`src/rtl/fetch_ctrl.sv`:
```
// ---------------------------------------------------------------------------
// fetch_ctrl
//   Program-counter / fetch sequencer for a 2**PC_W-deep instruction ROM.
//   Start launches a program at address 0. The PC then advances every cycle,
//   or is redirected through a small writable branch-target LUT on Jump or a
//   taken BranchEn. The run ends on Halt or when the watchdog instruction
//   budget is used up, and the block then reports Done.
//
// Ports
//   Clk          clock, all state changes on the rising edge
//   Reset        synchronous, active-high; aborts any run and clears the LUT
//   Start        launch a program at PC 0 (honoured in IDLE/DONE only)
//   Halt         decoder: the current instruction is a halt
//   Jump         decoder: unconditional branch through lut[LutIdx]
//   BranchEn     decoder/ALU: conditional branch taken, through lut[LutIdx]
//   LutIdx       LUT index taken from the instruction immediate
//   LutWe        LUT write strobe (accepted in IDLE/DONE only)
//   LutWAddr     LUT write index
//   LutWData     LUT write data (branch target address)
//   InstAddress  current PC, driven straight from the PC register
//   Busy         high while a program runs
//   Done         high once a program has stopped
//   Timeout      high in DONE when the watchdog stopped the run
//   InstCount    instructions issued in the current/last run (saturating)
// ---------------------------------------------------------------------------
module fetch_ctrl #(
  parameter int unsigned PC_W    = 7,
  parameter int unsigned LUT_AW  = 3,
  parameter int unsigned CNT_W   = 16,
  parameter int unsigned TIMEOUT = 1000
) (
  input  logic              Clk,
  input  logic              Reset,
  input  logic              Start,
  input  logic              Halt,
  input  logic              Jump,
  input  logic              BranchEn,
  input  logic [LUT_AW-1:0] LutIdx,
  input  logic              LutWe,
  input  logic [LUT_AW-1:0] LutWAddr,
  input  logic [PC_W-1:0]   LutWData,
  output logic [PC_W-1:0]   InstAddress,
  output logic              Busy,
  output logic              Done,
  output logic              Timeout,
  output logic [CNT_W-1:0]  InstCount
);

  typedef enum logic [1:0] {
    S_IDLE = 2'd0,
    S_RUN  = 2'd1,
    S_DONE = 2'd2
  } state_e;

  localparam int unsigned LUT_N = 2 ** LUT_AW;

  state_e            state_q, state_d;
  logic [PC_W-1:0]   pc_q, pc_d;
  logic [CNT_W-1:0]  cnt_q, cnt_d;
  logic              timeout_q, timeout_d;
  logic [PC_W-1:0]   lut_q [LUT_N];
  logic              lut_we;
  logic [CNT_W-1:0]  cnt_inc;
  logic              wdog_hit;

  // Saturating increment: the counter sticks at all-ones instead of wrapping.
  assign cnt_inc  = (cnt_q == '1) ? cnt_q : cnt_q + CNT_W'(1);
  // Compared at 32 bits so a TIMEOUT beyond the counter range never matches.
  assign wdog_hit = (TIMEOUT != 0) && (32'(cnt_inc) == TIMEOUT);

  always_comb begin
    // NOTE: every signal driven here gets a default first, so no path through
    // the case statement can leave one unassigned and infer a latch.
    state_d   = state_q;
    pc_d      = pc_q;
    cnt_d     = cnt_q;
    timeout_d = timeout_q;
    lut_we    = 1'b0;

    unique case (state_q)
      S_IDLE, S_DONE: begin
        lut_we = LutWe;
        if (Start) begin
          state_d   = S_RUN;
          pc_d      = '0;
          cnt_d     = '0;
          timeout_d = 1'b0;
        end
      end
      S_RUN: begin
        cnt_d = cnt_inc;
        if (Halt) begin
          state_d = S_DONE;                // PC holds on the halt instruction
        end else if (wdog_hit) begin
          state_d   = S_DONE;
          timeout_d = 1'b1;
        end else if (Jump || BranchEn) begin
          pc_d = lut_q[LutIdx];
        end else begin
          pc_d = pc_q + PC_W'(1);          // wraps silently at the top of the ROM
        end
      end
      default: state_d = S_IDLE;
    endcase
  end

  // NOTE: all state registers use non-blocking assignments so every flop
  // samples the pre-edge values regardless of statement order.
  always_ff @(posedge Clk) begin
    if (Reset) begin
      state_q   <= S_IDLE;
      pc_q      <= '0;
      cnt_q     <= '0;
      timeout_q <= 1'b0;
    end else begin
      state_q   <= state_d;
      pc_q      <= pc_d;
      cnt_q     <= cnt_d;
      timeout_q <= timeout_d;
    end
  end

  // NOTE: the LUT is a handful of flops that must read as zero after Reset,
  // so it is reset explicitly rather than left as an uninitialised RAM.
  always_ff @(posedge Clk) begin
    if (Reset) begin
      for (int i = 0; i < LUT_N; i++) lut_q[i] <= '0;
    end else if (lut_we) begin
      lut_q[LutWAddr] <= LutWData;
    end
  end

  assign InstAddress = pc_q;
  assign Busy        = (state_q == S_RUN);
  assign Done        = (state_q == S_DONE);
  assign Timeout     = timeout_q;
  assign InstCount   = cnt_q;

endmodule
```
`config.mk`:
```
export PLATFORM = sky130hd
export DESIGN_NAME = fetch_ctrl
export DESIGN_NICKNAME = d
export VERILOG_FILES = /design/src/rtl/fetch_ctrl.sv
export SDC_FILE = /design/constraint.sdc
export NUM_CORES = 1
export LEC_CHECK = 0
export ABC_AREA = 1
export CAP_MARGIN = 10
export CORE_ASPECT_RATIO = 1.2
export CORE_MARGIN = 3
export CORE_UTILIZATION = 39
export DETAILED_ROUTE_END_ITERATION = 6
export GPL_TIMING_DRIVEN = 0
export SLEW_MARGIN = 20
export SYNTH_ARGS = -nofsm -noshare
export SYNTH_HDL_FRONTEND = slang
export SYNTH_SLANG_ARGS = --single-unit
```
`constraint.sdc`:
```
create_clock -name Clk -period 3 [get_ports Clk]
set_clock_uncertainty 0.05 [all_clocks]
set_input_delay 0.6 -clock Clk [delete_from_list [all_inputs] [get_ports Clk]]
set_output_delay 0.6 -clock Clk [all_outputs]
set_load 0.01 [all_outputs]
```
==> flow_summary_export.csv <==
group,metric,value,unit
sta,relSlewSlack,0.623,
floorplan,io_pins,46,
placement,post-place-ws,43.9,ps
final_layout,seq_area,2200,um^2
floorplan,fp.dieH,120,um
grt,grt_start_max_net_pins,13,
cts,clkSlewWorstSetupHoldPaths,60,ps
placement,place_congestion,1.02,
synthesis,synth_edf_count,56,
cts,cts_buffers,9,
synthesis,synthTopCellsByCount,"nor2_1, nand2_1, edfxtp_1",
cts,post_cts_resized,0,
synthesis,ys_ff_latch,82,
floorplan,rows,40,
routing,viasPerCell,5.21,
cts,root_buffer,"clkbuf_16",
sta,maxSlewViolCount,0,
synthesis,yosysTopAreaCellShare,0.399,
final_layout,drive_gt1_frac,0.0534,
hold_path,min-delay-path-class,"register to register",
power,p_comb_frac,0.097,
grt,grt_pass1_vias,3564,
final_layout,area_growth,21.6,%
cts,cts_sinks,82,
synthesis,syn_nets,542,
floorplan,dieArea,12100,um^2
sta,setup_viol,0,
worst_setup_path,cp.required,2350,ps
sta,hold_viol,0,
worst_setup_path,endpoint,"Busy",
power,power_leakage,2.03,nW
synthesis,async_flop_share,0,
sta,setup_ws,150,ps
routing,drtIter0Drc,243,
routing,via_count,3687,
synthesis,synth_ff_type,"edfxtp_1",
power,internal_power,0.00207,W
worst_setup_path,worstRegToRegCells,15,
synthesis,synth_cells,520,
sta,tns,0,ps
synthesis,synth.most_common_cell,"nor2_1",
grt,grt_pass1_wl,17300,um
power,pwr-share-clk,0.424,
hold_path,holdPathStages,2,
power,p_sw_frac,0.221,
floorplan,initial_utilization,0.411,
final_layout,fin_util,0.500,
outcome,status,"complete, no violations",
power,pwr-share-seq,0.479,
worst_setup_path,rr_endpoint,"InstAddress[3]$_SDFFE_PP0P_",
synthesis,netlist_area,4220,um^2
worst_setup_path,critPathLaunchType,"register",
floorplan,chipWidth,101,um
worst_setup_path,cp_slowest_cell,"clkdlybuf4s50_1",
synthesis,synth.area.top_cells,"edfxtp_1, dfxtp_1, nor2_1, nand2_1, a21oi_1",
routing,wl_per_cell,15.1,um
worst_setup_path,critPathKind,"register to output pin",
power,netSwitchingPower,0.000587,W
grt,globalRouteOverflowTotal,0,
synthesis,ys_seq_area_frac,0.522,
synthesis,synth_cell_types,35,
worst_setup_path,r2r-start,"InstCount[0]$_SDFFE_PP0P_",
synthesis,avgSynthCellArea,8.11,um^2
grt,grt_use_total,0.184,
worst_setup_path,crit_path_end_kind,"output pin",
sta,period_minus_slack,2850,ps
floorplan,core_area,10300,um^2
final_layout,final_design_area_no_fill,5130,um^2
worst_setup_path,arrival,2200,ps
power,irDropWorstVdd,0.000313,V
grt,antenna_found_initial,0,
routing,first_pass_iters,5,
cts,cts_buffer_depth,2,
final_layout,multi_input_area,1780,um^2
sta,tightest_slew,563,ps
sta,hold_ws,437,ps
sta,fmax,0.351,GHz
routing,drtAntennaViolNets,0,
final_layout,antenna_cells,0,
placement,placed_area,4830,um^2
worst_setup_path,cp_max_fo,10,
worst_setup_path,path_cells,"inv_1 > nor2_1 > clkbuf_1 > clkdlybuf4s50_1",
placement,portBuffers,45,
final_layout,fin_nets,598,
final_layout,fillCellCount,1004,
synthesis,synth.largest_area_cell,"edfxtp_1",
run,cap_violations,0,
power,cellPowerDensity,518,nW/um^2
routing,wl,10700,um
cts,post-cts-setup-buffer-count,0,
synthesis,synth_warnings,0,
sta,finalCritPeriodShare,0.950,
cts,clkLatencyLatePin,330,ps
worst_setup_path,rrSetupSlack,470,ps
cts,cts_tree,"built",
worst_setup_path,critPathMaxStageDelay,630,ps
worst_setup_path,startpoint,"state_q[0]$_SDFFE_PP0P_",
cts,cts.htree.levels,3,
cts,hold_buffers,0,
routing,drcViolationCount,0,
placement,hpwl,8140,um
sta,rsz0062_at_grt,"false",
==> worst min-delay path by stage <==
stage	startpoint	end	slack, ps
3_5_place_dp	state_q[1]$_SDFFE_PP0P_	state_q[1]$_SDFFE_PP0P_	420
3_3_place_gp	state_q[1]$_SDFFE_PP0P_	state_q[1]$_SDFFE_PP0P_	420
2_1_floorplan	state_q[1]$_SDFFE_PP0P_	state_q[1]$_SDFFE_PP0P_	400
5_1_grt	state_q[1]$_SDFFE_PP0P_	state_q[1]$_SDFFE_PP0P_	460
4_1_cts	state_q[1]$_SDFFE_PP0P_	state_q[1]$_SDFFE_PP0P_	430
6_report	state_q[1]$_SDFFE_PP0P_	state_q[1]$_SDFFE_PP0P_	440
==> area by class of cell <==
type / instances / share of cell area
Clock buffer: 13 / 0.0468
Sequential cell: 82 / 0.429
Tap cell: 126 / 0.0307
Multi-Input combinational cell: 380 / 0.347
Inverter: 41 / 0.0300
Clock inverter: 3 / 0.0124
Timing Repair Buffer: 45 / 0.0878
Buffer: 17 / 0.0161
==> logic make-up (layout without fill, tap and decap cells) <==
family	Yosys count	count (layout)	synth area share
and+or+nand+nor	284	284	0.283
AOI/OAI and AO/OA	86	86	0.116
DFF	82	82	0.522
buffers and inverters	58	119	0.0561
xor gates and xnor gates	8	8	0.0166
adders and majority gates	2	2	0.00593
==> power by group through the flow <==
stage	Combinational (W)	Clock [W]	Sequential, W
floorplan	0.000147	0	0.00129
global placement	0.000253	0	0.00130
detailed placement	0.000255	0	0.00130
CTS	0.000257	0.00115	0.00127
global route	0.000285	0.00121	0.00128
finish	0.000257	0.00113	0.00127
==> metal layers <==
layer,wire length (um),vias to the layer above,GRT usage,share of wire
met5,0,-,0,0
met4,450,0,0.0981,0.042
met3,623,28,0.0395,0.058
met2,5110,126,0.299,0.48
met1,4470,1689,0.226,0.42
li1,-,1844,-,-
==> state kept, by name (all words and copies together) (netlist names) <==
register and count:
lut_q 56, InstCount 16, InstAddress 7, state_q 2
Timeout 1
==> stage by stage <==
stage / power, W / instances
CTS: 0.00268 / 707
global route: 0.00278 / 707
floorplan: 0.00144 / 520
finish: 0.00266 / 707
detailed placement: 0.00155 / 691
global placement: 0.00155 / 691
==> cell usage in the layout, fill, tap and decap left out, drive strengths merged <==
cell           synthesis  routed
nand2                127     127
edfxtp                56      56
nor3                   2       2
clkdlybuf4s50          0      45
o22ai                  4       4
clkinv                 1       2
a21oi                 37      37
o221ai                 4       4
o21bai                 1       1
dfxtp                 26      26
inv                   40      40
a32o                   2       2
clkbuf                14      27
a22oi                  1       1
a221o                  1       1
a211oi                 1       1
nor2                 124     124
xnor2                  2       2
buf                    3       3
bufinv                 0       2
a221oi                 1       1
o31ai                  1       1
o211ai                 3       3
o21ai                 29      29
nand4                  6       6
a2bb2oi                1       1
xor2                   6       6
ha                     2       2
nand3                 25      25
==> worst max-delay path, delay by kind of cell, from the launching register on <==
kind	cells	cell delay (ps)
buffers and inverters	3	1130
DFF	1	350
and+or+nand+nor	1	390
(Power assumes the default switching activity.)
